File: config.mk
export PLATFORM = sky130hd
export DESIGN_NAME = frame_cmd_sequencer
export DESIGN_NICKNAME = d
export VERILOG_FILES = /design/src/rtl/frame_cmd_sequencer.sv
export SDC_FILE = /design/constraint.sdc
export NUM_CORES = 1
export LEC_CHECK = 0
export ABC_AREA = 1
export CORE_MARGIN = 5
export CORE_UTILIZATION = 40
export CTS_BUF_LIST = sky130_fd_sc_hd__clkbuf_16
export DETAILED_ROUTE_END_ITERATION = 12
export SLEW_MARGIN = 30
export SYNTH_ARGS = -nofsm -noshare
export SYNTH_HDL_FRONTEND = slang
export SYNTH_SLANG_ARGS = --single-unit
File: constraint.sdc
create_clock -name sys_clk -period 21.6 [get_ports sys_clk]
set_clock_uncertainty 0.1 [all_clocks]
set_input_delay 2.16 -clock sys_clk [delete_from_list [all_inputs] [get_ports sys_clk]]
set_output_delay 2.16 -clock sys_clk [all_outputs]
set_load 0.02 [all_outputs]
File: src/rtl/frame_cmd_sequencer.sv
// frame_cmd_sequencer
//   Buffers triangle / end-of-frame commands in a small FIFO and sequences
//   them to the draw engine, the screen-clear unit and the pixel buffer
//   controller. A clear is issued before the first command of every frame,
//   and each EOF swaps the draw target between the two frame buffers.
//
// Ports
//   sys_clk, reset          clock, synchronous active-high reset
//   cmd_valid/cmd_ready     command push handshake (ready = FIFO not full)
//   cmd_op                  0=TRI, 1=EOF, 2/3 reserved (discarded)
//   cmd_ax..cmd_cy          triangle vertices, cmd_colour triangle colour
//   draw_en/draw_done       draw start pulse / completion pulse
//   opcode, ax..cy, colour  latched draw operands (opcode fixed at 1)
//   clear_start/clear_done  screen clear request / completion pulse
//   swap_buffer/swap_done   buffer swap request / completion (vblank)
//   base_addr               current draw-target buffer offset
//   frame_count             completed frames (wraps)
//   busy                    sequencer active or commands pending
module frame_cmd_sequencer #(
  parameter int          FIFO_DEPTH = 8,
  parameter logic [31:0] BUF_A_ADDR = 32'h0012C000,
  parameter logic [31:0] BUF_B_ADDR = 32'h00000000
) (
  input  logic        sys_clk,
  input  logic        reset,
  input  logic        cmd_valid,
  output logic        cmd_ready,
  input  logic [1:0]  cmd_op,
  input  logic [15:0] cmd_ax,
  input  logic [15:0] cmd_ay,
  input  logic [15:0] cmd_bx,
  input  logic [15:0] cmd_by,
  input  logic [15:0] cmd_cx,
  input  logic [15:0] cmd_cy,
  input  logic [31:0] cmd_colour,
  output logic        draw_en,
  output logic [3:0]  opcode,
  output logic [15:0] ax,
  output logic [15:0] ay,
  output logic [15:0] bx,
  output logic [15:0] by,
  output logic [15:0] cx,
  output logic [15:0] cy,
  output logic [31:0] colour,
  input  logic        draw_done,
  output logic        clear_start,
  input  logic        clear_done,
  output logic        swap_buffer,
  input  logic        swap_done,
  output logic [31:0] base_addr,
  output logic [15:0] frame_count,
  output logic        busy
);
  localparam int PW = $clog2(FIFO_DEPTH);
  localparam logic [1:0] OP_TRI = 2'd0;
  localparam logic [1:0] OP_EOF = 2'd1;

  typedef struct packed {
    logic [1:0]  op;
    logic [15:0] ax, ay, bx, by, cx, cy;
    logic [31:0] colour;
  } cmd_t;

  typedef enum logic [2:0] {
    IDLE, CLEAR, WAIT_CLEAR, ISSUE, WAIT_DRAW, WAIT_SWAP
  } state_t;

  state_t state, state_n;

  // command FIFO
  cmd_t          mem [FIFO_DEPTH];
  cmd_t          head;
  logic [PW-1:0] wr_ptr, rd_ptr;
  logic [PW:0]   count;
  logic          push, pop;
  logic          need_clear;
  logic          buf_sel;

  assign cmd_ready = (count != (PW+1)'(FIFO_DEPTH));
  assign push      = cmd_valid && cmd_ready;
  // ISSUE is only entered with a non-empty FIFO, so this never pops empty.
  assign pop       = (state == ISSUE);
  assign head      = mem[rd_ptr];

  always_ff @(posedge sys_clk) begin
    if (push) mem[wr_ptr] <= '{cmd_op, cmd_ax, cmd_ay, cmd_bx, cmd_by,
                               cmd_cx, cmd_cy, cmd_colour};
  end

  always_ff @(posedge sys_clk) begin
    if (reset) begin
      wr_ptr <= '0;
      rd_ptr <= '0;
      count  <= '0;
    end else begin
      if (push) wr_ptr <= wr_ptr + PW'(1);
      if (pop)  rd_ptr <= rd_ptr + PW'(1);
      case ({push, pop})
        2'b10:   count <= count + (PW+1)'(1);
        2'b01:   count <= count - (PW+1)'(1);
        default: count <= count;
      endcase
    end
  end

  // sequencer
  always_ff @(posedge sys_clk) begin
    if (reset) state <= IDLE;
    else       state <= state_n;
  end

  always_comb begin
    state_n     = state;
    clear_start = 1'b0;
    case (state)
      IDLE:       if (count != '0) state_n = need_clear ? CLEAR : ISSUE;
      CLEAR: begin
        clear_start = 1'b1;
        state_n     = clear_done ? IDLE : WAIT_CLEAR;
      end
      WAIT_CLEAR: if (clear_done) state_n = IDLE;
      ISSUE: begin
        case (head.op)
          OP_TRI:  state_n = WAIT_DRAW;
          OP_EOF:  state_n = WAIT_SWAP;
          default: state_n = IDLE;
        endcase
      end
      WAIT_DRAW:  if (draw_done) state_n = IDLE;
      WAIT_SWAP:  if (swap_done) state_n = IDLE;
      default:    state_n = IDLE;
    endcase
  end

  // Start pulses are registered off the ISSUE decision, so they coincide
  // with the first cycle of the matching wait state.
  always_ff @(posedge sys_clk) begin
    if (reset) begin
      draw_en     <= 1'b0;
      swap_buffer <= 1'b0;
      need_clear  <= 1'b1;
      buf_sel     <= 1'b0;
      frame_count <= '0;
      ax <= '0; ay <= '0; bx <= '0; by <= '0; cx <= '0; cy <= '0;
      colour <= '0;
    end else begin
      draw_en     <= (state == ISSUE) && (head.op == OP_TRI);
      swap_buffer <= (state == ISSUE) && (head.op == OP_EOF);
      if ((state == ISSUE) && (head.op == OP_TRI)) begin
        ax <= head.ax; ay <= head.ay; bx <= head.bx; by <= head.by;
        cx <= head.cx; cy <= head.cy; colour <= head.colour;
      end
      // dones only count inside the state that is waiting for them
      if ((state == CLEAR || state == WAIT_CLEAR) && clear_done)
        need_clear <= 1'b0;
      if ((state == WAIT_SWAP) && swap_done) begin
        need_clear  <= 1'b1;
        buf_sel     <= ~buf_sel;
        frame_count <= frame_count + 16'd1;
      end
    end
  end

  assign base_addr = buf_sel ? BUF_B_ADDR : BUF_A_ADDR;
  assign opcode    = 4'd1;
  assign busy      = (state != IDLE) || (count != '0);

endmodule

==> impl_metrics.py <==
metrics = {
    "status": {
        "status": "completed",
    },
    "yosys": {
        "ys_types": 35,
        "yosysMostFrequentCell": "nor2_1",
        "ys_ff_latch": 1204,
        "avgSynthCellArea_um2": 11.70,
        "yosysTopAreaCell": "edfxtp_1",
        "postSynth.asyncResetShare_pct": 0,
        "syn-cell-area_um2": 47160,
        "netlist_instances": 4030,
        "synth_top_cell_area_share_pct": 66.22,
        "synth_seq_area_share_pct": 73.19,
        "yosys-top-cells-count": "nor2_1, edfxtp_1, o21ai_0",
        "synth_warnings": 0,
        "synth.top_cells.by_area": "edfxtp_1, nor2_1, dfxtp_1",
        "synth_edf_count": 1040,
        "synth_ff_type": "edfxtp_1",
    },
    "placement": {
        "dp_slack_ns": 15.65,
        "numPortBuffers": 288,
        "place_congestion": 0.7351,
        "hpwl_um": 59080,
    },
    "cts": {
        "cts_setup_buffers": 0,
        "clk_pin_slew_worst_paths_ns": 0.05,
        "clockBufferDepth": 3,
        "numCtsBuffers": 130,
        "cts_htree_levels": 4,
        "clkLatencyLatePin_ns": 0.73,
        "cts_resized": 0,
        "cts_hold_buf": 0,
        "clock_sinks": 1204,
        "root_buffer": "clkbuf_16",
        "cts_tree": "done",
    },
    "drt": {
        "drt_iter0_markers": 2108,
        "wl_um": 112400,
        "drc": 0,
        "drtPass1Iterations": 7,
        "drtAntennaViolNets": 0,
        "vias": 29630,
        "wl_per_cell_um": 19.10,
        "via_per_inst": 5.032,
    },
    "global_routing": {
        "grt_start_max_net_pins": 184,
        "gr-total-overflow": 0,
        "grt_use_total_pct": 17.61,
        "grt_pass1_wl_um": 171500,
        "antenna_found_initial": 11,
        "grt_pass1_vias": 28460,
    },
    "worst_setup_path": {
        "cp-start-kind": "input pin",
        "critPathKind": "in2reg",
        "cp_common_cell": "buf_4",
        "r2r-end": "by[6]",
        "cp.required_ns": 21.83,
        "critPathCaptureType": "register",
        "crit_arrival_ns": 5.39,
        "worstPathMaxFanout": 54,
        "ff2ff_setup_slack_ns": 17.34,
        "crit_buf_inv": 5,
        "cp_top_family": "buffers and inverters",
        "slowest_stage": "buf_4",
        "reg2reg_depth": 11,
        "path_cells": "clkdlybuf4s50_1 > nand2_1 > nor2_1 > inv_1 > nor2_4 > buf_4 > buf_4 > buf_4",
        "cp_slowest_stage_delay_ns": 0.82,
    },
    "pwr": {
        "total_power_mw": 5.081,
        "sequentialPowerShare_pct": 51.2,
        "switchingPower_mw": 1.159,
        "pwr_density_cell_nw_per_um2": 92.36,
        "vdd_ir_drop_max_uv": 65.04,
        "p_leak_nw": 18.94,
        "clkPwrFrac_pct": 41.4,
        "p_comb_share_pct": 7.4,
        "swShare_pct": 22.82,
        "internal_power_mw": 3.921,
    },
    "final_layout": {
        "nFillCells": 10530,
        "area_growth_pct": 16.66,
        "drive_above_1_share_pct": 5.318,
        "largest_register": "mem",
        "regArea_um2": 34520,
        "layout.nets": 4381,
        "largest_register_ffs": 1040,
        "top_regs": "mem: 1040 flops, colour: 32 flops",
        "multi_input_area_um2": 10940,
    },
    "die": {
        "ios": 321,
        "dieArea_um2": 124900,
        "initial_core_util_pct": 40.10,
        "die_y_um": 353.4,
        "num_rows": 126,
        "floorplan.core_area_um2": 117600,
        "die-width_um": 353.4,
    },
    "timing": {
        "fmax_mhz": 193.7,
        "setup_viol": 0,
        "tightest_slew_ns": 1.383,
        "timing.final.ws_setup_ns": 16.44,
        "rsz0062_at_grt": "false",
        "slew_viol_final": 0,
        "min_period_ns": 5.163,
        "relSlewSlack_pct": 7.782,
        "hold_viol": 0,
        "tns_ns": 0,
        "period_share_pct": 23.90,
    },
    "min_path": {
        "holdPathStages": 1,
        "hold_path.class": "reg2reg",
        "worstHoldStart": "rd_ptr[2]",
    },
    "job": {
        "drv_cap": 0,
    },
}
-- layout make-up --
cell class	count	share of cell area (%)
antenna	8	0.03639
clock buffer	134	6.095
clock inverter	103	1.319
inverter	43	0.3571
multi-input combinational	2533	19.88
sequential	1204	62.75
tap	1536	3.493
timing repair buffer	327	6.068
-- power by group through the flow --
stage	combinational, mW	sequential, mW	clock [mW]
after floorplan	0.238	2.66	0
after global placement	0.376	2.65	0
after CTS	0.382	2.60	2.16
final	0.376	2.60	2.10
after detailed placement	0.380	2.65	0
after global routing	0.424	2.60	2.26
-- metrics by stage --
stage	hold WS [ns]	utilization (%)	instances	cell area [µm²]
finish	0.3272	46.78	5888	55010
global route	0.3475	46.76	5881	55000
floorplan	0.3122	-	4060	47270
CTS	0.3301	46.69	5877	54910
detailed placement	0.3215	43.22	5640	50830
global placement	0.3220	43.19	5639	50800
-- placed cells by master (no fill, tap or decap), drive strengths merged, types with 3 or more instances in the layout --
cell type,n
nor2,1065
edfxtp,1040
o21ai,919
nand2,445
clkdlybuf4s50,288
dfxtp,164
clkbuf,134
inv,81
clkinv,56
buf,39
conb,32
a21oi,26
nand3,14
diode,8
bufinv,8
nor3,8
nand4,6
ha,6
xor2,3
-- worst max-delay path by stage --
stage	from	slack, ns	cells after the start	endpoint
2_1_floorplan	cmd_valid	12.97	4	mem[0][0]
3_3_place_gp	cmd_valid	15.64	8	mem[5][69]
3_5_place_dp	cmd_valid	15.65	8	mem[5][68]
4_1_cts	cmd_valid	16.41	8	mem[5][82]
5_1_grt	cmd_valid	16.26	8	mem[5][82]
6_report	cmd_valid	16.44	8	mem[5][89]
-- kinds of logic (layout without fill, tap and decap cells) --
group	Yosys count	in the layout	synth area share, %
AND/OR/NAND/NOR	1541	1541	12.47
flip-flops	1204	1204	73.19
AO/OA/AOI/OAI	949	949	10.09
buffers and inverters	323	607	3.988
adder cells (fa/ha/maj)	6	6	0.1592
XOR/XNOR	5	5	0.09288
other	2	40	0.01593
-- metal layers --
metal | vias to the layer above | global-route usage, % | wire [µm]
met5 | - | 0 | 22
met1 | 14460 | 22.10 | 47440
met3 | 147 | 3.357 | 4936
met2 | 598 | 31.34 | 58010
li1 | 14420 | - | -
met4 | 4 | 4.650 | 2033
No activity file was read; power rests on OpenSTA's default activity.
